==> src/rtl/uart_resp_pkg.sv <==
// Shared constants, frame types and FSM encodings for the UART register responder.
package uart_resp_pkg;

    localparam logic [7:0] SOF_CMD   = 8'hA5;
    localparam logic [7:0] SOF_RSP   = 8'h5A;
    localparam logic [7:0] CMD_WR    = 8'h01;
    localparam logic [7:0] CMD_RD    = 8'h02;
    localparam logic [7:0] STAT_OK   = 8'h00;
    localparam logic [7:0] STAT_CHK  = 8'h01;
    localparam logic [7:0] STAT_CMD  = 8'h02;
    localparam logic [7:0] STAT_ADDR = 8'h03;

    typedef enum logic [2:0] {
        RX_IDLE,
        RX_GET_CMD,
        RX_GET_ADDR,
        RX_GET_DATA,
        RX_GET_CHK,
        RX_EXEC,
        RX_REPLY
    } rx_state_e;

    typedef enum logic [2:0] {
        TX_IDLE,
        TX_WAIT_IDLE,
        TX_TRIG,
        TX_WAIT_HI,
        TX_WAIT_LO
    } tx_state_e;

    // Element 0 is the first byte on the wire.
    typedef logic [4:0][7:0] reply_t;

endpackage

==> src/rtl/uart_resp_tx_seq.sv <==
// Sends a 5-byte reply through the UART transmitter using the trig/busy handshake.
module uart_resp_tx_seq
    import uart_resp_pkg::*;
(
    input  logic       clk_i,
    input  logic       rst_i,
    input  logic       start_i,
    input  reply_t     reply_i,
    input  logic       busy_i,
    output logic       trig_o,
    output logic [7:0] data_o,
    output logic       done_o
);

    tx_state_e  state_q, state_d;
    logic [2:0] idx_q, idx_d;
    reply_t     frame_q, frame_d;
    logic [7:0] data_q, data_d;

    always_ff @(posedge clk_i or posedge rst_i) begin
        if (rst_i) begin
            state_q <= TX_IDLE;
            idx_q   <= '0;
            frame_q <= '0;
            data_q  <= '0;
        end else begin
            state_q <= state_d;
            idx_q   <= idx_d;
            frame_q <= frame_d;
            data_q  <= data_d;
        end
    end

    always_comb begin
        state_d = state_q;
        idx_d   = idx_q;
        frame_d = frame_q;
        data_d  = data_q;
        done_o  = 1'b0;
        unique case (state_q)
            TX_IDLE: begin
                if (start_i) begin
                    frame_d = reply_i;
                    idx_d   = '0;
                    // Skip the idle wait so the first trig costs no extra cycle.
                    if (!busy_i) begin
                        data_d  = reply_i[0];
                        state_d = TX_TRIG;
                    end else begin
                        state_d = TX_WAIT_IDLE;
                    end
                end
            end
            TX_WAIT_IDLE: begin
                if (!busy_i) begin
                    data_d  = frame_q[idx_q];
                    state_d = TX_TRIG;
                end
            end
            TX_TRIG: state_d = TX_WAIT_HI;
            TX_WAIT_HI: begin
                if (busy_i) state_d = TX_WAIT_LO;
            end
            TX_WAIT_LO: begin
                if (!busy_i) begin
                    if (idx_q == 3'd4) begin
                        done_o  = 1'b1;
                        state_d = TX_IDLE;
                    end else begin
                        idx_d   = idx_q + 3'd1;
                        state_d = TX_WAIT_IDLE;
                    end
                end
            end
            default: state_d = TX_IDLE;
        endcase
    end

    assign trig_o = (state_q == TX_TRIG);
    assign data_o = data_q;

endmodule

==> src/rtl/uart_reg_responder.sv <==
// UART command responder: 5-byte frames read/write an 8-bit register bank.
// Define UART_RESP_STAT_EN to add err_cnt/frame_cnt and the 0xFF err_cnt read.
module uart_reg_responder
    import uart_resp_pkg::*;
#(
    parameter int REG_NUM     = 16,
    parameter int TIMEOUT_CYC = 500000
) (
    input  logic                 clk,
    input  logic                 rst,
    input  logic [7:0]           uart_rx_data,
    input  logic                 uart_rx_flag,
    input  logic                 uart_tx_busy,
    output logic                 uart_trig,
    output logic [7:0]           uart_tx_data,
    output logic [REG_NUM*8-1:0] regs_flat,
    output logic                 wr_strobe,
    output logic [7:0]           wr_addr
`ifdef UART_RESP_STAT_EN
    ,
    output logic [7:0]           err_cnt,
    output logic [15:0]          frame_cnt
`endif
);

    localparam int AW = (REG_NUM > 1) ? $clog2(REG_NUM) : 1;
    localparam int TW = $clog2(TIMEOUT_CYC + 1);

    rx_state_e                  state_q, state_d;
    logic [TW-1:0]              tmo_q, tmo_d;
    logic [7:0]                 cmd_q, addr_q, data_q, chk_q;
    logic [REG_NUM-1:0][7:0]    regs_q;
    logic                       wr_strobe_q;
    logic [7:0]                 wr_addr_q;
    logic [7:0]                 stat, rdata;
    logic                       chk_ok, addr_ok, exec, do_wr, drop, tx_done;
    reply_t                     reply;

`ifdef UART_RESP_STAT_EN
    logic [7:0]  err_cnt_q;
    logic [15:0] frame_cnt_q;
`endif

    assign exec    = (state_q == RX_EXEC);
    assign chk_ok  = ((cmd_q ^ addr_q ^ data_q) == chk_q);
    assign addr_ok = ({1'b0, addr_q} < 9'(REG_NUM));

    always_comb begin
        stat  = STAT_OK;
        rdata = 8'h00;
        if (!chk_ok) begin
            stat = STAT_CHK;
        end else if (cmd_q != CMD_WR && cmd_q != CMD_RD) begin
            stat = STAT_CMD;
`ifdef UART_RESP_STAT_EN
        end else if (addr_q == 8'hFF) begin
            if (cmd_q == CMD_RD) rdata = err_cnt_q;
            else                 stat  = STAT_ADDR;
`endif
        end else if (!addr_ok) begin
            stat = STAT_ADDR;
        end else if (cmd_q == CMD_WR) begin
            rdata = data_q;
        end else begin
            rdata = regs_q[addr_q[AW-1:0]];
        end
    end

    assign reply = {stat ^ addr_q ^ rdata, rdata, addr_q, stat, SOF_RSP};
    assign do_wr = exec && (stat == STAT_OK) && (cmd_q == CMD_WR);

    always_comb begin
        state_d = state_q;
        tmo_d   = tmo_q;
        drop    = 1'b0;
        unique case (state_q)
            RX_IDLE: begin
                tmo_d = '0;
                if (uart_rx_flag && uart_rx_data == SOF_CMD)
                    state_d = RX_GET_CMD;
            end
            RX_GET_CMD, RX_GET_ADDR, RX_GET_DATA, RX_GET_CHK: begin
                // A byte landing on the expiry cycle still counts.
                if (uart_rx_flag) begin
                    tmo_d   = '0;
                    state_d = rx_state_e'(state_q + 3'd1);
                end else if (tmo_q == TW'(TIMEOUT_CYC - 1)) begin
                    tmo_d   = '0;
                    drop    = 1'b1;
                    state_d = RX_IDLE;
                end else begin
                    tmo_d = tmo_q + TW'(1);
                end
            end
            RX_EXEC:  state_d = RX_REPLY;
            RX_REPLY: begin
                if (tx_done) state_d = RX_IDLE;
            end
            default:  state_d = RX_IDLE;
        endcase
    end

    always_ff @(posedge clk or posedge rst) begin
        if (rst) begin
            state_q     <= RX_IDLE;
            tmo_q       <= '0;
            cmd_q       <= '0;
            addr_q      <= '0;
            data_q      <= '0;
            chk_q       <= '0;
            regs_q      <= '0;
            wr_strobe_q <= 1'b0;
            wr_addr_q   <= '0;
        end else begin
            state_q     <= state_d;
            tmo_q       <= tmo_d;
            wr_strobe_q <= 1'b0;
            if (uart_rx_flag) begin
                if (state_q == RX_GET_CMD)  cmd_q  <= uart_rx_data;
                if (state_q == RX_GET_ADDR) addr_q <= uart_rx_data;
                if (state_q == RX_GET_DATA) data_q <= uart_rx_data;
                if (state_q == RX_GET_CHK)  chk_q  <= uart_rx_data;
            end
            if (do_wr) begin
                regs_q[addr_q[AW-1:0]] <= data_q;
                wr_strobe_q            <= 1'b1;
                wr_addr_q              <= addr_q;
            end
        end
    end

`ifdef UART_RESP_STAT_EN
    always_ff @(posedge clk or posedge rst) begin
        if (rst) begin
            err_cnt_q   <= '0;
            frame_cnt_q <= '0;
        end else begin
            if (((exec && stat != STAT_OK) || drop) && err_cnt_q != 8'hFF)
                err_cnt_q <= err_cnt_q + 8'd1;
            if (tx_done)
                frame_cnt_q <= frame_cnt_q + 16'd1;
        end
    end

    assign err_cnt   = err_cnt_q;
    assign frame_cnt = frame_cnt_q;
`endif

    uart_resp_tx_seq u_tx_seq (
        .clk_i   (clk),
        .rst_i   (rst),
        .start_i (exec),
        .reply_i (reply),
        .busy_i  (uart_tx_busy),
        .trig_o  (uart_trig),
        .data_o  (uart_tx_data),
        .done_o  (tx_done)
    );

    assign regs_flat = regs_q;
    assign wr_strobe = wr_strobe_q;
    assign wr_addr   = wr_addr_q;

endmodule

==> config.mk <==
export PLATFORM = sky130hd
export DESIGN_NAME = uart_reg_responder
export DESIGN_NICKNAME = d
export VERILOG_FILES = /design/src/rtl/uart_resp_pkg.sv /design/src/rtl/uart_resp_tx_seq.sv /design/src/rtl/uart_reg_responder.sv
export SDC_FILE = /design/constraint.sdc
export NUM_CORES = 1
export LEC_CHECK = 0
export BUFFER_PORTS_ARGS = -buffer_cell sky130_fd_sc_hd__buf_2
export CORE_ASPECT_RATIO = 1.25
export CORE_UTILIZATION = 39
export CTS_BUF_LIST = sky130_fd_sc_hd__clkbuf_2
export CTS_CLUSTER_DIAMETER = 60
export DETAILED_ROUTE_END_ITERATION = 12
export SKIP_CTS_REPAIR_TIMING = 1
export SLEW_MARGIN = 20
export SYNTH_ARGS = -nofsm -noshare
export SYNTH_HDL_FRONTEND = slang
export SYNTH_SLANG_ARGS = --single-unit
==> constraint.sdc <==
create_clock -name clk -period 12.4 [get_ports clk]
set_input_delay 1.86 -clock clk [delete_from_list [all_inputs] [get_ports clk]]
set_output_delay 1.86 -clock clk [all_outputs]
set_load 0.02 [all_outputs]
# Word-level counts from Yosys, hierarchy flattened
# Cells that the tools add are included.
# classes
addsub,3
multipliers,0
shifts,0
n_bitwise,4
n_reduce_logical,21
eq_ne,26
magnitude_cmp,4
n_div,0
mux,41
# op_table
op,count
$bwmux 128,1
$mux 8,10
$mux 19,2
$pmux 19 s2,1
$mux 3,11
$bmux 8 s4,1
$demux 8 s4,1
$xor 8x8->8,4
$bmux 8 s3,1
$add 19x1->19 const B,1
$eq 19x19->1 const B,1
$ne 2x2->1 const B,8
$pmux 8 s2,1
$eq 3x3->1 const B,5
$pmux 3 s5,1
$eq 3x2->1 const B,4
$pmux 3 s4,1
$reduce_and 4->1,3
$reduce_and 2->1,5
$eq 8x1->1 const B,1
$eq 8x8->1,1
$eq 8x8->1 const B,1
$logic_not 8->1,1
$lt 8x5->1 const B,1
16 further kinds,32
# totals
latchBits,0
output_inout_bits,146
romBits,0
wordCells,131
mem_bits_rw,0
register_bits,238
n_memories,0

# Logic depth before layout (Yosys ltp)
# Gate-level depths: netlist of the first run.
# depth
ltp_word,8
mapped_depth,9

# Cells and area by module
# A second synthesis of the first run with hierarchy kept.
# hier_totals
hier_cells,945
hier_area_um2,12243.0
# modules_own_cells
module,seq_area_each_um2,cells_per_inst,area_each_um2,instances
uart_reg_responder,4779.6,689,9327.7,1
uart_resp_tx_seq,1351.3,256,2915.3,1

# Least setup slack after synthesis of the first run
# OpenSTA, ideal clock, no wires.
# synth_timing
path_kind,input port to flip-flop
startpoint,in uart_rx_data[3]
endpoint,reg state_q[0]
setup_slack_ps,9232
t_arrival_ps,3044
n_path_buf,0
cell_stages,4
setup_ps,125
cell_sequence,or4bb_1 > nor4_1 > o211ai_1 > mux2_2
# synth_between
elab_chain_len,4
# synth_lines
item,line,rtl
start: declaration,uart_reg_responder.sv:11,"input logic [7:0] uart_rx_data,"
$eq 8x8->1,uart_reg_responder.sv:79,if (uart_rx_flag && uart_rx_data == SOF_CMD)
$logic_and 1x1->1,uart_reg_responder.sv:79,
$ne 2x2->1 (no source line),-,
$reduce_and 3->1 (no source line),-,
end signal: assignment,uart_reg_responder.sv:115,state_q <= state_d;
end: declaration,uart_reg_responder.sv:29,"rx_state_e state_q, state_d;"
# No other way between the ends.
# A chain may end at the register's enable or synchronous reset.

# Worst setup path after layout of the first run
# layout_timing
startpoint,reg u_tx_seq.state_q[0]
endpoint,out uart_trig
# layout_between
elab_chain_len,1
# layout_lines
item,line,rtl
start: declaration,uart_resp_tx_seq.sv:15,"tx_state_e state_q, state_d;"
start signal: assignment,uart_resp_tx_seq.sv:27,state_q <= state_d;
$eq 3x2->1,uart_resp_tx_seq.sv:79,assign trig_o = (state_q == TX_TRIG);
end: declaration,uart_reg_responder.sv:14,"output logic uart_trig,"
# No other way between the ends.

==> results of run 1 <==
stage by stage:
step                power (mW)  hold slack [ns]
floorplan                 1.49            0.426
global placement          1.65            0.450
detailed placement        1.65            0.448
CTS                       2.18            0.474
global route              2.30            0.504
finish                    2.15            0.470
power groups by stage:
stage          Clock [mW]  Combinational, mW  Sequential [mW]
3_3_place_gp            0              0.609             1.04
2_1_floorplan           0              0.569            0.919
4_1_cts             0.537              0.616             1.03
6_report            0.519              0.608             1.03
5_1_grt             0.574              0.678             1.05
3_5_place_dp            0              0.614             1.04
registers in the layout (all words and copies together), names as in the netlist:
signal and count:
wr_strobe 1, u_tx_seq.frame_q 27, u_tx_seq.idx_q 3, state_q 3
data_q 8, tmo_q 19, cmd_q 8, addr_q 8
regs_flat 128, u_tx_seq.data_o 8, u_tx_seq.state_q 3, chk_q 8
wr_addr 8
cell usage after synthesis, types with 6 or more instances:
| cell | instances |
|---|---|
| inv_1 | 10 |
| a21oi_1 | 26 |
| nand3_4 | 10 |
| nor4_1 | 8 |
| buf_2 | 14 |
| nor2_1 | 38 |
| ha_1 | 8 |
| mux2_2 | 161 |
| mux2i_1 | 6 |
| clkbuf_1 | 39 |
| o21ai_0 | 41 |
| and2_1 | 7 |
| nor3_1 | 6 |
| and3_1 | 6 |
| mux4_2 | 36 |
| nand2_1 | 89 |
| dfrtp_1 | 232 |
| xnor2_1 | 25 |
| xor2_1 | 12 |
| nor2b_1 | 16 |
| o31ai_1 | 11 |
| nand4_1 | 6 |
| nand3_1 | 12 |
worst max path at each step:
stage / slack, ns / depth (start not counted) / end
2_1_floorplan: 4.18 / 1 / addr_q[0]
3_3_place_gp: 8.21 / 4 / regs_flat[84]
3_5_place_dp: 8.20 / 4 / regs_flat[84]
4_1_cts: 8.70 / 3 / uart_trig
5_1_grt: 8.51 / 8 / regs_flat[108]
6_report: 8.78 / 3 / uart_trig
metal layers:
metal / global-route usage / wire [um] / vias to the layer above
met3: 0.0451 / 1550 / 63
met5: 0 / 0 / -
li1: - / - / 3602
met4: 0.0838 / 957 / 0
met1: 0.250 / 12300 / 3941
met2: 0.362 / 15000 / 229
critical path, delay by kind of cell, from the launching register on:
kind	cells	cell delay (ns)
and+or+nand+nor	2	0.28
buffers and inverters	1	0.17
DFF	1	0.47
final cells by class:
| class | instances | area share |
|---|---|---|
| sequential | 232 | 0.454 |
| multi-input combinational | 590 | 0.399 |
| timing repair buffer | 166 | 0.0668 |
| tap | 355 | 0.0348 |
| clock buffer | 81 | 0.0317 |
| clock inverter | 23 | 0.00930 |
| inverter | 10 | 0.00352 |
| antenna | 1 | 0.000196 |
cell families (layout without fill, tap and decap cells):
family | after synthesis | in the layout | share of synthesized area
adder cells (fa/ha/maj) | 8 | 8 | 0.00893
flip-flops | 232 | 232 | 0.518
multiplexers | 208 | 208 | 0.245
XOR/XNOR | 37 | 37 | 0.0289
other | 0 | 1 | 0
AND/OR/NAND/NOR | 227 | 227 | 0.113
AO/OA/AOI/OAI | 110 | 110 | 0.0594
buffers and inverters | 71 | 280 | 0.0268
==> out/metrics.yaml, run 1 <==
outcome:
  status: "complete, no violations"
final_layout:
  stdcell_count: 1458
  multi_input_area_sq_um: 5100
  stdcell_area_sq_um: 12800
  fill_cells: 2677
  syn2layout_area_growth_pct: 14.1
  fin_util: 0.451
  regArea_sq_um: 5810
  layout_commonest_cell: "dfrtp_1"
  nets: 1078
  layout_common_cells: "dfrtp_1, mux2_2, buf_2"
  drive_gt1_frac: 0.425
place:
  placed_area_sq_um: 12300
  place_ws_ns: 8.20
  gp_congestion: 0.765
  port_buffers: 157
  dp_hpwl_mm: 20.2
  dp_cells: 1353
timing:
  final_max_slew_viol_count: 0
  tns_ns: 0
  setup_viol: 0
  fin_crit_sh: 0.292
  fin_crit_ns: 3.62
  grt_setup_unrepaired: "false"
  fin_worst_skew_ns: 0.0602
  max_freq_mhz: 276
  fin_ws_ns: 8.78
  slew_headroom: 0.338
  worstMarginPinSlew_ns: 0.990
  hold_viol: 0
synth:
  syn_inst: 893
  syn-num-nets: 913
  synth_async_sr_flop_share: 1.00
  ys_types: 62
  netlist_area_sq_um: 11200
  yosysSeqAreaShare: 0.518
  ys_ff_latch: 232
  synth_top_area_frac: 0.518
  yosys-top-cells-area: "dfrtp_1, mux2_2, mux4_2, nand2_1, xnor2_1"
  yosys_warnings: 0
  yosysTopAreaCell: "dfrtp_1"
  synth_edf_count: 0
  synth_top_flop_cell: "dfrtp_1"
  postSynthAreaPerCell_sq_um: 12.5
setup_path:
  critPathMaxStageDelay_ns: 0.47
  crit_slowest_cell: "dfrtp_1"
  crit_chain: "nand2b_1, nor2_1, buf_2"
  worstSetupEndpointType: "output pin"
  required_ns: 10.54
  crit_start: "u_tx_seq.state_q[0]"
  reg2reg_setup_slack_ns: 8.84
  worst_r2r_endpoint: "regs_flat[110]"
  critPathMaxFanout: 8
  crit_arrival_ns: 1.76
  r2r.worst_path.cells: 8
  crit_path_start_kind: "flop"
  regToRegStartpoint: "addr_q[0]"
  critPathKind: "reg -> out"
die:
  die_y_um: 191
  ios: 158
  start_util: 0.396
  die_w_um: 154
  coreArea_sq_um: 28300
  fp-row-count: 69
  dieArea_sq_um: 29400
hold_path:
  hp-start: "u_tx_seq.frame_q[1]"
  hold_path.class: "reg -> reg"
  hold_path_depth: 1
  min_to: "u_tx_seq.frame_q[1]"
global_routing:
  grt_overflow: 0
  track_usage: 0.208
  grt_max_degree: 120
  grt_pass1_wl_mm: 46.8
  antenna_found_initial: 1
  first_global_vias: 7990
clock_tree:
  insertion_delay_ns: 0.86
  clkSinkCount: 232
  cts_buffers: 58
  cts_max_path_buffers: 3
  cts_root_buf: "clkbuf_2"
  htreeDepth: 2
  cts_tree: "done"
  clk_pin_slew_ns: 0.10
detailed_routing:
  dr.pass1.iters: 4
  vias: 7835
  ant_nets: 0
  routedWlPerCell_um: 20.4
  drc: 0
  drt_iter0_drc: 332
  via_per_inst: 5.37
  routed_wl_mm: 29.8
power_and_ir_drop:
  switchingPower_uw: 856
  ir_drop_mv: 0.0619
  cellPowerDensity_nw_per_um2: 168
  combPwrFrac: 0.282
  p_int_mw: 1.30
  p_seq_frac: 0.477
  swShare: 0.398
  power_leakage_nw: 6.43
  power_frac_clock: 0.241
flow_run:
  cap_violations: 0
(Power assumes the default switching activity.)
==> run 2, diff against run 1 <==
- clock period: 12.4 -> 3.8 ns (I/O delays scaled with it)
==> run 2 against run 1 <==
Against the previous run:
- non-clock buffer count grew 23
- final cell count grew 1.0%
- worst hold slack lost 0.40 ns
- largest power group unchanged
- highest routed layer unchanged
==> out/metrics.yaml, run 2 (synthesis gave the netlist of run 1 again) <==
detailed_routing:
  dr.pass1.iters: 4  # unchanged
  routedWlPerCell_um: 20.6  # +0.97%
  via_per_inst: 5.40  # +0.42%
  vias: 7949  # +1.5%
  drt_iter0_drc: 341  # +2.7%
  routed_wl_mm: 30.4  # +2.0%
  drc: 0  # unchanged
  ant_nets: 0  # unchanged
die:
  start_util: 0.396  # unchanged
  die_y_um: 191  # unchanged
  dieArea_sq_um: 29400  # unchanged
  die_w_um: 154  # unchanged
  ios: 158  # unchanged
  fp-row-count: 69  # unchanged
  coreArea_sq_um: 28300  # unchanged
hold_path:
  min_to: "data_q[3]"
  hold_path.class: "in -> reg"
  hp-start: "uart_rx_data[3]"
  hold_path_depth: 2  # +1
outcome:
  status: "complete, no violations"
final_layout:
  multi_input_area_sq_um: 5100  # unchanged
  drive_gt1_frac: 0.432  # +0.00773
  stdcell_area_sq_um: 13000  # +1.6%
  fill_cells: 2691  # +0.52%
  syn2layout_area_growth_pct: 15.9
  layout_commonest_cell: "dfrtp_1"
  nets: 1099  # +1.9%
  largest_reg_flops: 128  # unchanged
  regArea_sq_um: 5810  # unchanged
  fin_util: 0.459  # +0.00734
  layout_common_cells: "dfrtp_1, mux2_2, buf_2"
global_routing:
  grt_pass1_wl_mm: 47.5  # +1.6%
  track_usage: 0.212  # +0.00365
  antenna_found_initial: 1  # unchanged
  grt_max_degree: 69  # -43%
  grt_overflow: 0  # unchanged
  first_global_vias: 8054  # +0.80%
place:
  port_buffers: 157  # unchanged
  gp_congestion: 0.808  # +5.6%
  dp_hpwl_mm: 21.3  # +5.3%
  placed_area_sq_um: 12400  # +1.5%
setup_path:
  r2r.worst_path.cells: 7  # -1
  critPathMaxStageDelay_ns: 0.68  # +0.21 ns
  crit_arrival_ns: 3.88  # +2.12 ns
  crit_slowest_cell: "or4_1"
  critPathMaxFanout: 16  # +8
  worstSetupEndpointType: "flop"
  worst_r2r_endpoint: "regs_flat[91]"
  crit_chain: "or4_1, nor3_4, nand2_2, nor4_4, buf_4, and4_1, mux2_2"
  required_ns: 4.51  # -6.03 ns
  critPathKind: "reg -> reg"
  regToRegStartpoint: "cmd_q[4]"
  crit_path_start_kind: "flop"
  reg2reg_setup_slack_ns: 0.63  # -8.21 ns
timing:
  hold_viol: 0  # unchanged
  fin_crit_ns: 3.17
  setup_viol: 0  # unchanged
  worstMarginPinSlew_ns: 0.904  # -0.0864 ns
  fin_worst_skew_ns: 0.0672  # +0.00700 ns
  tns_ns: 0  # unchanged
  final_max_slew_viol_count: 0  # unchanged
  slew_headroom: 0.395  # +0.0570
  fin_crit_sh: 0.833
  grt_setup_unrepaired: "false"
  max_freq_mhz: 316
power_and_ir_drop:
  power_leakage_nw: 6.53  # +1.6%
  cellPowerDensity_nw_per_um2: 545  # +220%
  ir_drop_mv: 0.265  # +330%
clock_tree:
  insertion_delay_ns: 0.84  # -0.02 ns
  cts_buffers: 56  # -3.4%
  clkSinkCount: 232  # unchanged
  htreeDepth: 2  # unchanged
  clk_pin_slew_ns: 0.11  # about the same
  cts_root_buf: "clkbuf_2"
  cts_tree: "done"
  cts_max_path_buffers: 3  # unchanged
flow_run:
  cap_violations: 0  # unchanged
-- run 2: changes by cell type in the layout (fill, tap and decap cells not counted), sizes merged --
cell and delta:
dlygate4sd3 +4, inv -3, clkinvlp +1, buf +19
clkbuf -2, clkinv -4
-- run 2: worst max-delay path by stage --
stage | startpoint | end | slack, ns
6_report | cmd_q[4] | regs_flat[91] | 0.63
5_1_grt | cmd_q[4] | regs_flat[91] | 0.51
4_1_cts | cmd_q[4] | regs_flat[92] | 0.63
3_5_place_dp | cmd_q[4] | regs_flat[93] | 0.62
3_3_place_gp | cmd_q[4] | regs_flat[92] | 0.66
2_1_floorplan | rst | addr_q[0] | 0.19
-- run 2: power by group --
part | total [mW] | internal [mW] | switching, mW
clock | 1.61 | 0.625 | 0.986
sequential | 3.12 | 2.76 | 0.357
combinational | 2.35 | 0.928 | 1.42
total | 7.08 | 4.31 | 2.76
-- run 2: worst max-delay path, delay by kind of cell, from the launching register on --
| family | cells | cell delay (ns) |
|---|---|---|
| flops | 1 | 0.43 |
| mux | 1 | 0.38 |
| buf+inv | 1 | 0.37 |
| simple gates | 5 | 1.89 |
-- run 2: layout make-up --
| cell class | instances | share of cell area |
|---|---|---|
| Antenna cell | 1 | 0.000193 |
| Clock buffer | 79 | 0.0304 |
| Clock inverter | 17 | 0.00732 |
| Inverter | 10 | 0.00318 |
| Multi-Input combinational cell | 590 | 0.393 |
| Sequential cell | 232 | 0.447 |
| Tap cell | 355 | 0.0342 |
| Timing Repair Buffer | 189 | 0.0846 |
-- run 2: layer usage --
layer,wire [um],vias to the layer above,GRT usage
li1,-,3618,-
met1,12400,4051,0.257
met2,15700,215,0.368
met3,1390,65,0.0404
met4,947,0,0.0865
met5,0,-,0
-- run 2: stage by stage --
stage          hold slack (ns)  worst slack, ns  total power, mW  std cells
5_1_grt                0.00219            0.513             7.57       1473
6_report                0.0737            0.634             7.08       1473
4_1_cts                -0.0458            0.632             7.18       1467
3_5_place_dp             0.448            0.622             5.53       1371
2_1_floorplan            0.426            0.194             4.86        893
3_3_place_gp             0.449            0.658             5.50       1371
